**config.mk**
```make
export PLATFORM = sky130hd
export DESIGN_NAME = unidade_acesso_memoria
export DESIGN_NICKNAME = d
export VERILOG_FILES = /design/src/rtl/unidade_acesso_memoria.sv
export SDC_FILE = /design/constraint.sdc
export NUM_CORES = 1
export LEC_CHECK = 0
export BUFFER_PORTS_ARGS = -buffer_cell sky130_fd_sc_hd__clkbuf_2
export CAP_MARGIN = 0
export CORE_MARGIN = 4
export CORE_UTILIZATION = 36
export CTS_CLUSTER_SIZE = 40
export DETAILED_ROUTE_END_ITERATION = 8
export GPL_ROUTABILITY_DRIVEN = 0
export SETUP_SLACK_MARGIN = 0.05
export SLEW_MARGIN = 15
export SYNTH_ARGS = -nofsm -noshare
export SYNTH_HDL_FRONTEND = slang
export SYNTH_SLANG_ARGS = --single-unit
```
**constraint.sdc**
```tcl
create_clock -name clk -period 4.8 [get_ports clk]
set_clock_uncertainty 0.2 [all_clocks]
set_input_delay 0.24 -clock clk [delete_from_list [all_inputs] [get_ports clk]]
set_output_delay 0.24 -clock clk [all_outputs]
set_load 0.01 [all_outputs]
```
**src/rtl/unidade_acesso_memoria.sv**
```systemverilog
// Multicycle load/store unit: sized/extended loads, read-modify-write byte and
// halfword stores, alignment checking, start/busy/done handshake.
module unidade_acesso_memoria #(
  parameter int READ_LAT = 1,
  parameter int ADDR_W   = 32
) (
  input  logic              clk,
  input  logic              reset,
  input  logic              start,
  input  logic [2:0]        op,
  input  logic [ADDR_W-1:0] addr,
  input  logic [31:0]       store_data,
  output logic              busy,
  output logic              done,
  output logic              err,
  output logic [31:0]       load_data,
  output logic [ADDR_W-1:0] mem_addr,
  output logic              mem_re,
  output logic              mem_we,
  output logic [31:0]       mem_wdata,
  input  logic [31:0]       mem_rdata
);

  typedef enum logic [1:0] {S_IDLE, S_READ, S_WRITE, S_DONE} state_e;
  typedef enum logic [2:0] {
    OP_LW  = 3'd0, OP_LB  = 3'd1, OP_LH  = 3'd2, OP_SH  = 3'd3,
    OP_SB  = 3'd4, OP_SW  = 3'd5, OP_LBU = 3'd6, OP_LHU = 3'd7
  } op_e;

  localparam logic [1:0] LAT_M1 = 2'(READ_LAT - 1);

  state_e            state_q, state_d;
  op_e               op_q, op_d;
  logic [1:0]        lane_q, lane_d;
  logic [15:0]       sdata_q, sdata_d;
  logic [1:0]        cnt_q, cnt_d;
  logic              done_q, done_d;
  logic              err_q, err_d;
  logic [31:0]       ld_q, ld_d;
  logic [ADDR_W-1:0] maddr_q, maddr_d;
  logic              re_q, re_d;
  logic              we_q, we_d;
  logic [31:0]       wdata_q, wdata_d;
  op_e               op_in;

  assign op_in = op_e'(op);

  function automatic logic misaligned(input op_e o, input logic [1:0] a);
    case (o)
      OP_LH, OP_LHU, OP_SH: return a[0];
      OP_LW, OP_SW:         return a != 2'b00;
      default:              return 1'b0;
    endcase
  endfunction

  function automatic logic is_load(input op_e o);
    return (o == OP_LW) || (o == OP_LB) || (o == OP_LH) ||
           (o == OP_LBU) || (o == OP_LHU);
  endfunction

  function automatic logic [31:0] extend(input op_e o, input logic [1:0] a,
                                         input logic [31:0] w);
    logic [7:0]  b;
    logic [15:0] h;
    b = w[{a, 3'b000} +: 8];
    h = w[{a[1], 4'b0000} +: 16];
    case (o)
      OP_LB:   return {{24{b[7]}}, b};
      OP_LBU:  return {24'h000000, b};
      OP_LH:   return {{16{h[15]}}, h};
      OP_LHU:  return {16'h0000, h};
      default: return w;
    endcase
  endfunction

  function automatic logic [31:0] merge(input op_e o, input logic [1:0] a,
                                        input logic [31:0] w, input logic [15:0] s);
    logic [31:0] r;
    r = w;
    if (o == OP_SB)      r[{a, 3'b000} +: 8]     = s[7:0];
    else if (o == OP_SH) r[{a[1], 4'b0000} +: 16] = s;
    return r;
  endfunction

  always_comb begin
    state_d = state_q;
    op_d    = op_q;
    lane_d  = lane_q;
    sdata_d = sdata_q;
    cnt_d   = cnt_q;
    ld_d    = ld_q;
    maddr_d = maddr_q;
    wdata_d = wdata_q;
    done_d  = 1'b0;
    err_d   = 1'b0;
    re_d    = 1'b0;
    we_d    = 1'b0;
    case (state_q)
      S_IDLE: begin
        if (start) begin
          op_d    = op_in;
          lane_d  = addr[1:0];
          sdata_d = store_data[15:0];
          maddr_d = {addr[ADDR_W-1:2], 2'b00};
          if (misaligned(op_in, addr[1:0])) begin
            state_d = S_DONE;
            done_d  = 1'b1;
            err_d   = 1'b1;
          end else if (op_in == OP_SW) begin
            state_d = S_WRITE;
            we_d    = 1'b1;
            wdata_d = store_data;
          end else begin
            state_d = S_READ;
            re_d    = 1'b1;
            cnt_d   = LAT_M1;
          end
        end
      end
      S_READ: begin
        if (cnt_q == 2'd0) begin
          // Outputs are registered, so the extended/merged word is computed
          // straight from mem_rdata on the capturing edge.
          if (is_load(op_q)) begin
            state_d = S_DONE;
            done_d  = 1'b1;
            ld_d    = extend(op_q, lane_q, mem_rdata);
          end else begin
            state_d = S_WRITE;
            we_d    = 1'b1;
            wdata_d = merge(op_q, lane_q, mem_rdata, sdata_q);
          end
        end else begin
          cnt_d = 2'(cnt_q - 2'd1);
        end
      end
      S_WRITE: begin
        state_d = S_DONE;
        done_d  = 1'b1;
      end
      S_DONE: begin
        state_d = S_IDLE;
        maddr_d = '0;
      end
      default: state_d = S_IDLE;
    endcase
  end

  always_ff @(posedge clk or posedge reset) begin
    if (reset) begin
      state_q <= S_IDLE;
      op_q    <= OP_LW;
      lane_q  <= '0;
      sdata_q <= '0;
      cnt_q   <= '0;
      done_q  <= 1'b0;
      err_q   <= 1'b0;
      ld_q    <= '0;
      maddr_q <= '0;
      re_q    <= 1'b0;
      we_q    <= 1'b0;
      wdata_q <= '0;
    end else begin
      state_q <= state_d;
      op_q    <= op_d;
      lane_q  <= lane_d;
      sdata_q <= sdata_d;
      cnt_q   <= cnt_d;
      done_q  <= done_d;
      err_q   <= err_d;
      ld_q    <= ld_d;
      maddr_q <= maddr_d;
      re_q    <= re_d;
      we_q    <= we_d;
      wdata_q <= wdata_d;
    end
  end

  assign busy      = (state_q != S_IDLE);
  assign done      = done_q;
  assign err       = err_q;
  assign load_data = ld_q;
  assign mem_addr  = maddr_q;
  assign mem_re    = re_q;
  assign mem_we    = we_q;
  assign mem_wdata = wdata_q;

endmodule

```
==> impl_metrics.toml, run 1 <==
[critical_path]
start_kind = "register"
cpMaxStageDelayCell = "dfrtp_1"
crit_type = "reg2reg"
crit_arrival_ps = 3210
path_cells = "inv_2 > ha_1 > nor4bb_1 > buf_4 > a221oi_1 > a211oi_1 > a21oi_2 > a21oi_1"
cp_top_family = "flip-flops"
slowest_delay_ps = 930
reg2reg_slack_ps = 1730
cp_num_buf_inv = 2
cp-end-kind = "register"
cp_max_fo = 30
cp.required_ps = 4950

[logic_synthesis]
synthFlopType = "dfrtp_1"
synth_enable_flop_cells = 0
synth-seq-cells = 123
synthTopCellsByCount = "dfrtp_1 (123), a21oi_1 (72), nor2_1 (66)"
yosysWarnings = 0
post-synth-top-count-cell = "dfrtp_1"
synth_top_cell_area_share = 0.4415
yosysTopAreaCell = "dfrtp_1"
seq_area_frac_synth = 0.4415
avgSynthCellArea_um2 = 9.629
synth_area_um2 = 6972
synthTopCellsByArea = "dfrtp_1 (44%), a21oi_1 (5.2%), a221oi_1 (3.9%)"
netlist_instances = 724
synth_cell_types = 68
synthArstFlopShare = 1.000

[final_layout]
nNetsFinal = 1085
fillCellCount = 1787
insertedDiodeCount = 0
drive_gt1_frac = 0.3022
areaGrowthSynthToFinish_pct = 36.34
layout.cells.non_filler = 1246
fin_util = 0.5031
regArea_um2 = 3078
multiInputGateArea_um2 = 3516

[global_route]
grt_pass1_wl_mm = 37.98
antenna_found_initial = 0
grt-ovfl-total = 0
grt_pass1_vias = 6770
grt_max_degree = 52
grtUsageTotal = 0.2191

[detailed_routing]
final_antenna_net_count = 0
drcViolationCount = 0
vias = 6973
drtPass1Iterations = 6
via_per_inst = 5.596
drt-initial-drc-count = 501
wl_per_cell_um = 19.35
wl_mm = 24.11

[sta]
tightestPinTransition_ps = 967.3
max_freq_mhz = 326.1
fin_tns_setup_ps = 0
period_minus_slack_ps = 3067
setup_viol = 0
fin_crit_sh = 0.6389
drv_slew = 0
hold_violations = 0
rsz0062_at_grt = "no"
maxSlewHeadroom = 0.3551

[clock_tree]
cts_root_buf = "clkbuf_16"
clock_path_buffers = 2
clkTransAtPathRegs_ps = 70
clock_latency_ps = 420
htreeDepth = 4
post_cts.repair.setup_buffers = 0
cts.sinks = 123
tritoncts = "done"
numCtsBuffers = 17

[placement]
io_buffers = 200
dp_hpwl_mm = 16.70
dp_cells = 1132

[floorplan]
pin_count = 203
start_util = 0.3690
rows = 50
core_area_um2 = 18890
dieHeight_um = 147.2
die_x_um = 147.2
die_area_um2 = 21660

[worst_hold_path]
hp-class = "in2reg"

[run_status]
status = "finished, final reports clean"

[pwr]
power_leakage_nw = 4.212
power_density_nw_per_um2 = 662.9
irDropWorstVdd_mv = 0.3965

[run]
maxCapViolCount = 0
==> layer usage <==
metal	GRT usage	share of wire	up-vias
met1	0.2992	0.44	3334
met4	0.04986	0.017	0
li1	-	-	3283
met3	0.05244	0.075	31
met5	0	0	-
met2	0.3548	0.47	325
==> report_power, final <==
part	internal, W	switching (W)	leakage [nW]	total (W)
registers	0.00148	0.000485	1.47	0.00197
clock network	0.000786	0.000541	0.292	0.00133
logic	0.00121	0.00179	2.45	0.00300
==> layout by cell type (no fill, tap or decap), drive strengths merged, types with 7 or more instances in the layout <==
master / instances
clkbuf: 217
dfrtp: 123
a21oi: 83
dlygate4sd3: 82
nor2: 67
nand2: 47
o21ai: 38
a221oi: 31
a22o: 30
inv: 25
mux2: 24
a211oi: 18
a311oi: 15
nand4: 15
buf: 13
o22ai: 12
o22a: 11
a31oi: 10
ha: 10
nand3: 9
a22oi: 9
a222oi: 8
o2bb2ai: 8
o32ai: 8
mux2i: 7
==> cell type report <==
type                            count  share of cell area
Multi-Input combinational cell    520              0.3699
Sequential cell                   123              0.3238
Timing Repair Buffer              295              0.2019
Clock buffer                       17             0.04475
Tap cell                          260             0.03422
Clock inverter                     15             0.01882
Inverter                           16            0.006582
==> through the flow <==
step | instance area (um^2) | worst slack, ps | hold slack [ps] | total power (W)
floorplan | 6975 | 1089 | 169.0 | 0.003995
detailed placement | 8080 | 1775 | 140.0 | 0.004921
global route | 9505 | 1473 | 3.083 | 0.006757
global placement | 8080 | 1820 | 130.9 | 0.004882
finish | 9505 | 1733 | 25.82 | 0.006301
CTS | 9505 | 1766 | 1.699 | 0.006326
==> worst register-to-register path, delay by kind of cell (launching register included) <==
| kind | cells | cell delay [ps] |
|---|---|---|
| fa+ha+maj | 1 | 400 |
| compound gates | 4 | 720 |
| buf+inv | 2 | 450 |
| simple gates | 1 | 290 |
| flops | 1 | 930 |
==> timing repair <==
| item | 4_1_cts | 5_1_grt |
|---|---|---|
| hold buffers | 82 | 0 |
| gates resized for setup | 0 | 0 |
| hold endpoints to repair | 142 | 0 |
==> worst paths after layout <==
path,startpoint,endpoint,cells past startpoint
worst max-delay path,lane_q[1]$_DFFE_PP0P_,mem_wdata[31]$_DFFE_PP0P_,8
worst min-delay path,mem_rdata[26],load_data[26]$_DFFE_PP0P_,3
worst max register to register,lane_q[1]$_DFFE_PP0P_,mem_wdata[31]$_DFFE_PP0P_,8
worst min register to register,mem_wdata[16]$_DFFE_PP0P_,mem_wdata[16]$_DFFE_PP0P_,1
max in group asynchronous,reset,load_data[27]$_DFFE_PP0P_,4
min in group asynchronous,reset,mem_addr[25]$_DFFE_PP0P_,3
==> cell families (layout without fill, tap and decap cells) <==
kind of cell | count (synthesis) | count (layout) | synth area share
other | 1 | 2 | 0.0005379
adder cells (fa/ha/maj) | 10 | 10 | 0.01795
buffers and inverters | 82 | 343 | 0.05671
multiplexers | 31 | 31 | 0.04882
AND/OR/NAND/NOR | 177 | 177 | 0.1244
flip-flops | 123 | 123 | 0.4415
AO/OA/AOI/OAI | 299 | 299 | 0.3078
XOR/XNOR | 1 | 1 | 0.002334
==> sequential cells by signal, indices dropped and copies added (netlist names) <==
name and cells:
cnt_q 2, done 1, err 1, lane_q 2, load_data 32, mem_addr 30, mem_re 1, mem_wdata 32
mem_we 1, op_q 3, sdata_q 16, state_q 2
Note: power is estimated with default switching activity, not from simulation.
==> run 2: changes to the inputs <==
==> constraint.sdc (replaced) <==
create_clock -name clk -period 2.81 [get_ports clk]
set_clock_uncertainty 0.2 [all_clocks]
set_input_delay 0.1405 -clock clk [delete_from_list [all_inputs] [get_ports clk]]
set_output_delay 0.1405 -clock clk [all_outputs]
set_load 0.01 [all_outputs]
==> impl_metrics.toml, run 2 (synthesis results as in run 1) <==
[run_status]
status = "finished, final reports clean"

[critical_path]
cp_max_fo = 8
crit_arrival_ps = 2550
start_kind = "register"
crit_type = "reg2reg"
cp-end-kind = "register"
cp.required_ps = 2950

[detailed_routing]
wl_per_cell_um = 19.39
drtPass1Iterations = 5
drcViolationCount = 0
top_layer_used = "met4"
drt-initial-drc-count = 586
wl_mm = 24.59
via_per_inst = 5.567
final_antenna_net_count = 0
met2WireLength_mm = 11.61
vias = 7059
drt-met1-wl_mm = 10.56
wl_met3_mm = 1.799

[clock_tree]
htreeDepth = 4
tritoncts = "done"
clock_path_buffers = 2
cts.sinks = 123
clkTransAtPathRegs_ps = 60
numCtsBuffers = 17
cts_resized = 0
cts_root_buf = "clkbuf_16"
clock_latency_ps = 420

[worst_hold_path]
hp-class = "in2reg"

[global_route]
grtUsageTotal = 0.2239
grt_max_degree = 124
grt_pass1_wl_mm = 38.69
grt-ovfl-total = 0
antenna_found_initial = 0
grt_pass1_vias = 6917

[floorplan]
rows = 50
die_area_um2 = 21660
pin_count = 203
die_x_um = 147.2
core_area_um2 = 18890
dieHeight_um = 147.2
start_util = 0.3690

[final_layout]
insertedDiodeCount = 0
final_common_cell = "clkbuf_2"
layout_common_cells = "clkbuf_2 (200), dfrtp_1 (123), dlygate4sd3_1 (90)"
areaGrowthSynthToFinish_pct = 39.57
drive_gt1_frac = 0.3095
nNetsFinal = 1107

[pwr]
power_w = 0.01101
power_density_nw_per_um2 = 1132
irDropWorstVdd_mv = 0.5040
power_leakage_nw = 4.324

[placement]
dp_hpwl_mm = 16.75
io_buffers = 200

[sta]
hold_violations = 0
maxSlewHeadroom = 0.4747
fin_crit_sh = 0.8565
fin_tns_setup_ps = 0
whs_ps = 14.09
period_minus_slack_ps = 2407
drv_slew = 0
rsz0062_at_grt = "no"
tightestPinTransition_ps = 779.5
max_freq_mhz = 415.5
setup_viol = 0

[run]
maxCapViolCount = 0
## run 2: critical path, cell delays in order (launching register included)
cell and delay [ps]:
dfrtp_1 400, inv_1 110, ha_1 320, inv_1 110, o41ai_2 710, a222oi_1 280, o2bb2ai_1 200
## run 2: timing repair
action,CTS,global route
endpoints found under the hold margin,231,0
hold buffers,90,0
buffers inserted,0,0
## run 2: stage by stage
step | cell area [um^2] | util | cells | setup slack [ps]
floorplan | 6979 | - | 725 | 584.5
global placement | 8224 | 0.4353 | 1146 | 439.2
detailed placement | 8224 | 0.4353 | 1146 | 435.0
CTS | 9731 | 0.5150 | 1268 | 412.0
global route | 9731 | 0.5150 | 1268 | 240.1
finish | 9731 | 0.5150 | 1268 | 403.3
## run 2: per-layer routing
layer,up-vias,GRT usage
li1,3325,-
met2,320,0.3567
met3,48,0.05490
met4,0,0.07409
met5,-,0
met1,3366,0.3005
## run 2: area by class of cell
type                    count  area, um^2
fillers                  1785        9163
multi-input cells         520        3516
flip-flops and latches    123        3078
repair buffers            317        2142
clock buffers              17       425.4
well taps                 260       325.3
clock inverters            15       180.2
inverters                  16       63.81
## run 2: where the power goes
part,internal [W],switching [W]
sequential,0.00254,0.000628
combinational,0.00226,0.00332
clock,0.00134,0.000928
total,0.00614,0.00487
## run 2: final timing paths
path                                      startpoint                        end  slack, ps  cells past startpoint
max in group asynchronous                      reset  load_data[22]$_DFFE_PP0P_       1650                      4
min reg2reg                mem_wdata[20]$_DFFE_PP0P_  mem_wdata[20]$_DFFE_PP0P_        290                      1
min in group asynchronous                      reset   mem_wdata[1]$_DFFE_PP0P_        280                      4
min                                     mem_rdata[2]   load_data[2]$_DFFE_PP0P_         10                      3
max reg2reg                   state_q[1]$_DFFE_PP0P_  mem_wdata[19]$_DFFE_PP0P_        400                      6
max                           state_q[1]$_DFFE_PP0P_  mem_wdata[19]$_DFFE_PP0P_        400                      6
